==> src/rtl/cache_pkg.sv <==
// Shared types and default geometry for the L2 request arbiter and its helpers.
package cache_pkg;

  localparam int DEF_ADDR_WIDTH    = 32;
  localparam int DEF_DATA_WIDTH    = 32;
  localparam int DEF_NUM_L1_CACHES = 4;

  typedef enum logic [1:0] {
    IDLE      = 2'd0,
    ISSUE     = 2'd1,
    WAIT_RESP = 2'd2,
    RESPOND   = 2'd3
  } arb_state_t;

endpackage

==> src/rtl/rr_priority_select.sv <==
// Combinational round-robin pick: first set request bit at or above ptr_i, wrapping past N-1 to 0.
module rr_priority_select #(
  parameter  int N  = 4,
  localparam int IW = $clog2(N)
) (
  input  logic [N-1:0]  req_i,
  input  logic [IW-1:0] ptr_i,
  output logic          found_o,
  output logic [IW-1:0] idx_o
);

  logic [N-1:0]         hit;
  logic [N-1:0][IW-1:0] cand;

  // cand[gi] is the requester sitting gi places after the pointer.
  for (genvar gi = 0; gi < N; gi++) begin : g_cand
    logic [IW:0] sum;
    assign sum      = {1'b0, ptr_i} + (IW+1)'(gi);
    assign cand[gi] = (sum >= (IW+1)'(N)) ? IW'(sum - (IW+1)'(N)) : sum[IW-1:0];
    assign hit[gi]  = req_i[cand[gi]];
  end

  always_comb begin
    found_o = |hit;
    idx_o   = '0;
    for (int k = N - 1; k >= 0; k--) begin
      if (hit[k]) idx_o = cand[k];
    end
  end

endmodule

==> src/rtl/l2_request_arbiter.sv <==
// Round-robin arbiter funnelling NUM_L1_CACHES L1 requesters onto one L2 command port,
// one outstanding transaction at a time, with a response timeout.
module l2_request_arbiter
  import cache_pkg::*;
#(
  parameter int ADDR_WIDTH    = DEF_ADDR_WIDTH,
  parameter int DATA_WIDTH    = DEF_DATA_WIDTH,
  parameter int NUM_L1_CACHES = DEF_NUM_L1_CACHES,
  parameter int RESP_TIMEOUT  = 255
) (
  input  logic                                     clk,
  input  logic                                     reset,
  input  logic [NUM_L1_CACHES-1:0]                 l1_req,
  input  logic [NUM_L1_CACHES-1:0]                 l1_write,
  input  logic [NUM_L1_CACHES-1:0][ADDR_WIDTH-1:0] l1_addr,
  input  logic [NUM_L1_CACHES-1:0][DATA_WIDTH-1:0] l1_wdata,
  output logic [NUM_L1_CACHES-1:0]                 l1_ready,
  output logic [DATA_WIDTH-1:0]                    l1_rdata,
  output logic                                     l2_valid,
  output logic                                     l2_write,
  output logic [ADDR_WIDTH-1:0]                    l2_addr,
  output logic [DATA_WIDTH-1:0]                    l2_wdata,
  input  logic                                     l2_accept,
  input  logic                                     l2_resp_valid,
  input  logic [DATA_WIDTH-1:0]                    l2_rdata,
  output logic [$clog2(NUM_L1_CACHES)-1:0]         grant_id,
  output logic                                     busy,
  output logic                                     timeout_err
);

  localparam int IW = $clog2(NUM_L1_CACHES);
  localparam int CW = (RESP_TIMEOUT < 1) ? 1 : $clog2(RESP_TIMEOUT + 1);

  arb_state_t               state_q;
  logic [IW-1:0]            rr_ptr_q;
  logic [IW-1:0]            rr_ptr_d;
  logic [IW-1:0]            grant_q;
  logic [NUM_L1_CACHES-1:0] ready_q;
  logic [NUM_L1_CACHES-1:0] grant_onehot;
  logic [DATA_WIDTH-1:0]    rdata_q;
  logic                     l2_valid_q;
  logic                     write_q;
  logic [ADDR_WIDTH-1:0]    addr_q;
  logic [DATA_WIDTH-1:0]    wdata_q;
  logic                     busy_q;
  logic                     tmo_err_q;
  logic [CW-1:0]            count_q;

  logic                     sel_found;
  logic [IW-1:0]            sel_idx;

  rr_priority_select #(
    .N (NUM_L1_CACHES)
  ) u_rr_select (
    .req_i   (l1_req),
    .ptr_i   (rr_ptr_q),
    .found_o (sel_found),
    .idx_o   (sel_idx)
  );

  assign grant_onehot = NUM_L1_CACHES'(1) << grant_q;
  assign rr_ptr_d     = (grant_q == IW'(NUM_L1_CACHES - 1)) ? '0 : grant_q + 1'b1;

  always_ff @(posedge clk or negedge reset) begin
    if (!reset) begin
      state_q    <= IDLE;
      rr_ptr_q   <= '0;
      grant_q    <= '0;
      ready_q    <= '0;
      rdata_q    <= '0;
      l2_valid_q <= 1'b0;
      write_q    <= 1'b0;
      addr_q     <= '0;
      wdata_q    <= '0;
      busy_q     <= 1'b0;
      tmo_err_q  <= 1'b0;
      count_q    <= '0;
    end else begin
      ready_q <= '0;
      case (state_q)
        IDLE: begin
          if (sel_found) begin
            grant_q    <= sel_idx;
            write_q    <= l1_write[sel_idx];
            addr_q     <= l1_addr[sel_idx];
            wdata_q    <= l1_wdata[sel_idx];
            l2_valid_q <= 1'b1;
            busy_q     <= 1'b1;
            state_q    <= ISSUE;
          end
        end
        ISSUE: begin
          if (l2_accept) begin
            l2_valid_q <= 1'b0;
            count_q    <= '0;
            state_q    <= WAIT_RESP;
          end
        end
        WAIT_RESP: begin
          // A strobe arriving on the timeout cycle still wins over the timeout.
          if (l2_resp_valid) begin
            rdata_q <= l2_rdata;
            ready_q <= grant_onehot;
            state_q <= RESPOND;
          end else if (count_q == CW'(RESP_TIMEOUT)) begin
            rdata_q   <= '1;
            tmo_err_q <= 1'b1;
            ready_q   <= grant_onehot;
            state_q   <= RESPOND;
          end else begin
            count_q <= count_q + 1'b1;
          end
        end
        RESPOND: begin
          rr_ptr_q <= rr_ptr_d;
          busy_q   <= 1'b0;
          state_q  <= IDLE;
        end
        default: state_q <= IDLE;
      endcase
    end
  end

  assign l1_ready    = ready_q;
  assign l1_rdata    = rdata_q;
  assign l2_valid    = l2_valid_q;
  assign l2_write    = write_q;
  assign l2_addr     = addr_q;
  assign l2_wdata    = wdata_q;
  assign grant_id    = grant_q;
  assign busy        = busy_q;
  assign timeout_err = tmo_err_q;

endmodule

==> config.mk <==
export PLATFORM = sky130hd
export DESIGN_NAME = l2_request_arbiter
export DESIGN_NICKNAME = d
export VERILOG_FILES = /design/src/rtl/cache_pkg.sv /design/src/rtl/rr_priority_select.sv /design/src/rtl/l2_request_arbiter.sv
export SDC_FILE = /design/constraint.sdc
export NUM_CORES = 1
export LEC_CHECK = 0
export CORE_AREA = 8 8 153 155
export CTS_CLUSTER_DIAMETER = 40
export DETAILED_ROUTE_END_ITERATION = 7
export DIE_AREA = 0 0 161 163
export GPL_ROUTABILITY_DRIVEN = 1
export PLACE_DENSITY = 0.7
export SETUP_SLACK_MARGIN = 0.15
export SLEW_MARGIN = 0
export SYNTH_ARGS = -nofsm -noshare
export SYNTH_HDL_FRONTEND = slang
export SYNTH_SLANG_ARGS = --single-unit
==> constraint.sdc <==
create_clock -name clk -period 2.3 [get_ports clk]
set_input_delay 0.345 -clock clk [delete_from_list [all_inputs] [get_ports clk]]
set_output_delay 0.345 -clock clk [all_outputs]
set_load 0.01 [all_outputs]
==> flow_summary.yaml <==
status:
  status: "finished, final reports clean"
floorplan:
  die_w_um: 161
  dieHeight_um: 163
  die-area_um2: 26200
  rows: 53
  core_area_um2: 20800
  num_io_pins: 406
  initial_utilization_pct: 30.8
synth:
  synth_edf_count: 0
  ys_seq_area_share_pct: 46.1
  ys.flop_type: "dfrtp_1"
  ys.warnings.count: 0
  synth_cells: 551
  synth_nets: 861
  avgSynthCellArea_um2: 11.6
  synth_cell_types: 44
  ys_ff_latch: 118
  async_reset_ff_share_pct: 100
  mappedNetlistArea_um2: 6410
pwr:
  pwr_density_cell_nw_per_um2: 1170
  p_sw_mw: 4.99
  swShare_pct: 36.8
  ir_drop_uv: 482
  intPower_mw: 8.55
  seq_power_share_pct: 26.8
  p_clk_share_pct: 19.6
  p_leak_nw: 5.13
  p_total_mw: 13.5
  pwr-share-comb_pct: 53.6
placement:
  hpwlAfterDp_um: 21200
  globalplace.congestion: 0.832
  placed_cell_area_um2: 11000
  io_buffers: 405
  dpl.cell_count: 1227
  post-place-ws_ns: -0.0986
layout:
  nNetsFinal: 1282
  synthToLayoutAreaGrowth_pct: 80.5
  fin_util_pct: 55.6
  stdcell_area_um2: 11600
  antenna-diode-count: 0
  fin_cells: 1260
  drive_above_1_share_pct: 9.64
min_path:
  hp-class: "input pin to async pin"
worst_setup_path:
  cp-end-kind: "flip-flop"
  cp.required_ns: 2.59
  start_kind: "input pin"
  path_max_fanout: 28
  r2r_slack_ns: 0.36
  r2r_start: "rr_ptr_q[0]$_DFFE_PN0P_"
  startpoint: "l1_req[0]"
  worstPathArrival_ns: 2.25
  path_class: "input pin to flip-flop"
detailed_routing:
  vias: 6168
  drc: 0
  wl_per_cell_um: 21.3
  drt_iter0_markers: 255
  drt-total-wl_um: 26800
  ant_nets: 0
  routed_via_density: 4.90
  drtPass1Iterations: 4
clock_tree:
  cts.sinks: 118
  postCtsHoldBufs: 1
  cts.path.max_buffers: 2
  cts_resized: 0
  cts-root-buf: "clkbuf_16"
  clk_latency_ns: 0.42
  cts_tree: "yes"
  clkSlewWorstSetupHoldPaths_ns: 0.07
  numCtsBuffers: 17
  post_cts_buffers: 0
  htreeDepth: 4
global_routing:
  overflow: 0
  grt_pass1_wl_um: 40600
  grt_antenna_before_repair: 0
  grt_pass1_vias: 6865
  grtUsageTotal_pct: 19.9
  grt_max_degree: 45
timing:
  fin_crit_ns: 1.96
  rsz0062_at_grt: "false"
  finalClockSkew_ns: 0.0153
  worstMarginPinSlew_ns: 0.560
  fin_hold_ws_ns: 0.456
  setup_tns_ns: 0
  timing.final.crit_share_pct: 85.3
  layout_setup_ws_ns: 0.338
  final-hold-violation-count: 0
  slew-limit-headroom_pct: 62.7
  maxSlewViolCount: 0
  setup_viol: 0
  fmax_ghz: 0.510
run:
  cap_violations: 0
[registers in the layout (all words and copies together), names as in the netlist, 2 cells and up]
signal    cells
l2_wdata     32
rr_ptr_q      2
l1_ready      4
count_q       8
l1_rdata     32
grant_id      2
state_q       2
l2_addr      32
[power groups by stage]
stage	Clock (mW)	Combinational (mW)	Sequential, mW
2_1_floorplan	0	3.39	3.97
3_3_place_gp	0	7.28	3.61
3_5_place_dp	0	7.35	3.64
4_1_cts	2.73	7.37	3.63
5_1_grt	2.82	7.78	3.74
6_report	2.66	7.25	3.63
[path summary, 6_finish.rpt]
check | to | depth (start not counted)
setup / recovery | l2_addr[0]$_DFFE_PN0P_ | 9
hold / removal | l2_write$_DFFE_PN0P_ | 2
setup reg to reg | l2_addr[0]$_DFFE_PN0P_ | 8
hold reg to reg | timeout_err$_DFFE_PN0P_ | 1
max in group asynchronous | l2_addr[18]$_DFFE_PN0P_ | 3
min in group clk | timeout_err$_DFFE_PN0P_ | 1
[placed cells by master, fill, tap and decap left out, drive strengths merged, types with 2 or more instances in the layout]
cell	count
a2111oi	2
a211oi	3
a21oi	5
a22o	2
and2	4
buf	41
clkbuf	17
clkdlybuf4s50	404
clkinvlp	4
dfrtp	118
ha	10
inv	17
mux2i	130
nand2	77
nand2b	2
nand3	4
nor2	11
nor2b	4
nor3	2
o21ai	8
o221ai	65
o22a	32
xnor2	5
[synthesized netlist by cell type (all sizes together), types with 2 or more instances]
cell     instances  area share [%]
mux2i          130              20
dfrtp          118              46
nand2           77             4.5
o221ai          65             9.7
buf             35             4.6
o22a            32             4.4
nor2            11            0.64
ha              10             2.0
clkbuf           9            0.53
inv              8            0.47
o21ai            8            0.62
a21oi            5            0.39
xnor2            5            0.68
and2             4            0.39
nand3            4            0.31
nor2b            4            0.51
a211oi           3            0.35
a2111oi          2            0.47
a22o             2            0.27
nand2b           2            0.20
nor3             2            0.16
[area by class of cell]
class / instances / area, um2
multi-input cells: 381 / 3110
flip-flops and latches: 118 / 2950
repair buffers: 446 / 4550
clock buffers: 17 / 425
fillers: 1820 / 9250
inverters: 8 / 30.0
clock inverters: 15 / 158
well taps: 275 / 344
[worst max-delay path, stage by stage]
cell             delay, ns
clkdlybuf4s50_1       0.48
nor2b_4               0.15
nor3_1                0.05
buf_4                 0.14
o22ai_4               0.16
buf_12                0.25
buf_4                 0.19
mux2i_1               0.28
o221ai_1              0.16
[per-layer routing]
| metal | share of wire [%] | GRT usage (%) |
|---|---|---|
| met2 | 53 | 36.1 |
| met4 | 1.1 | 5.01 |
| met1 | 38 | 22.0 |
| met5 | 0 | 0 |
| met3 | 7.7 | 6.77 |
[kinds of logic after synthesis]
| group | Yosys count | share of synthesized area (%) |
|---|---|---|
| multiplexers | 131 | 20.5 |
| buffers and inverters | 52 | 5.56 |
| AO/OA/AOI/OAI | 125 | 17.6 |
| flip-flops | 118 | 46.1 |
| XOR/XNOR | 5 | 0.683 |
| adder cells (fa/ha/maj) | 10 | 1.95 |
| AND/OR/NAND/NOR | 110 | 7.67 |
Note: power is estimated with default switching activity, not from simulation.
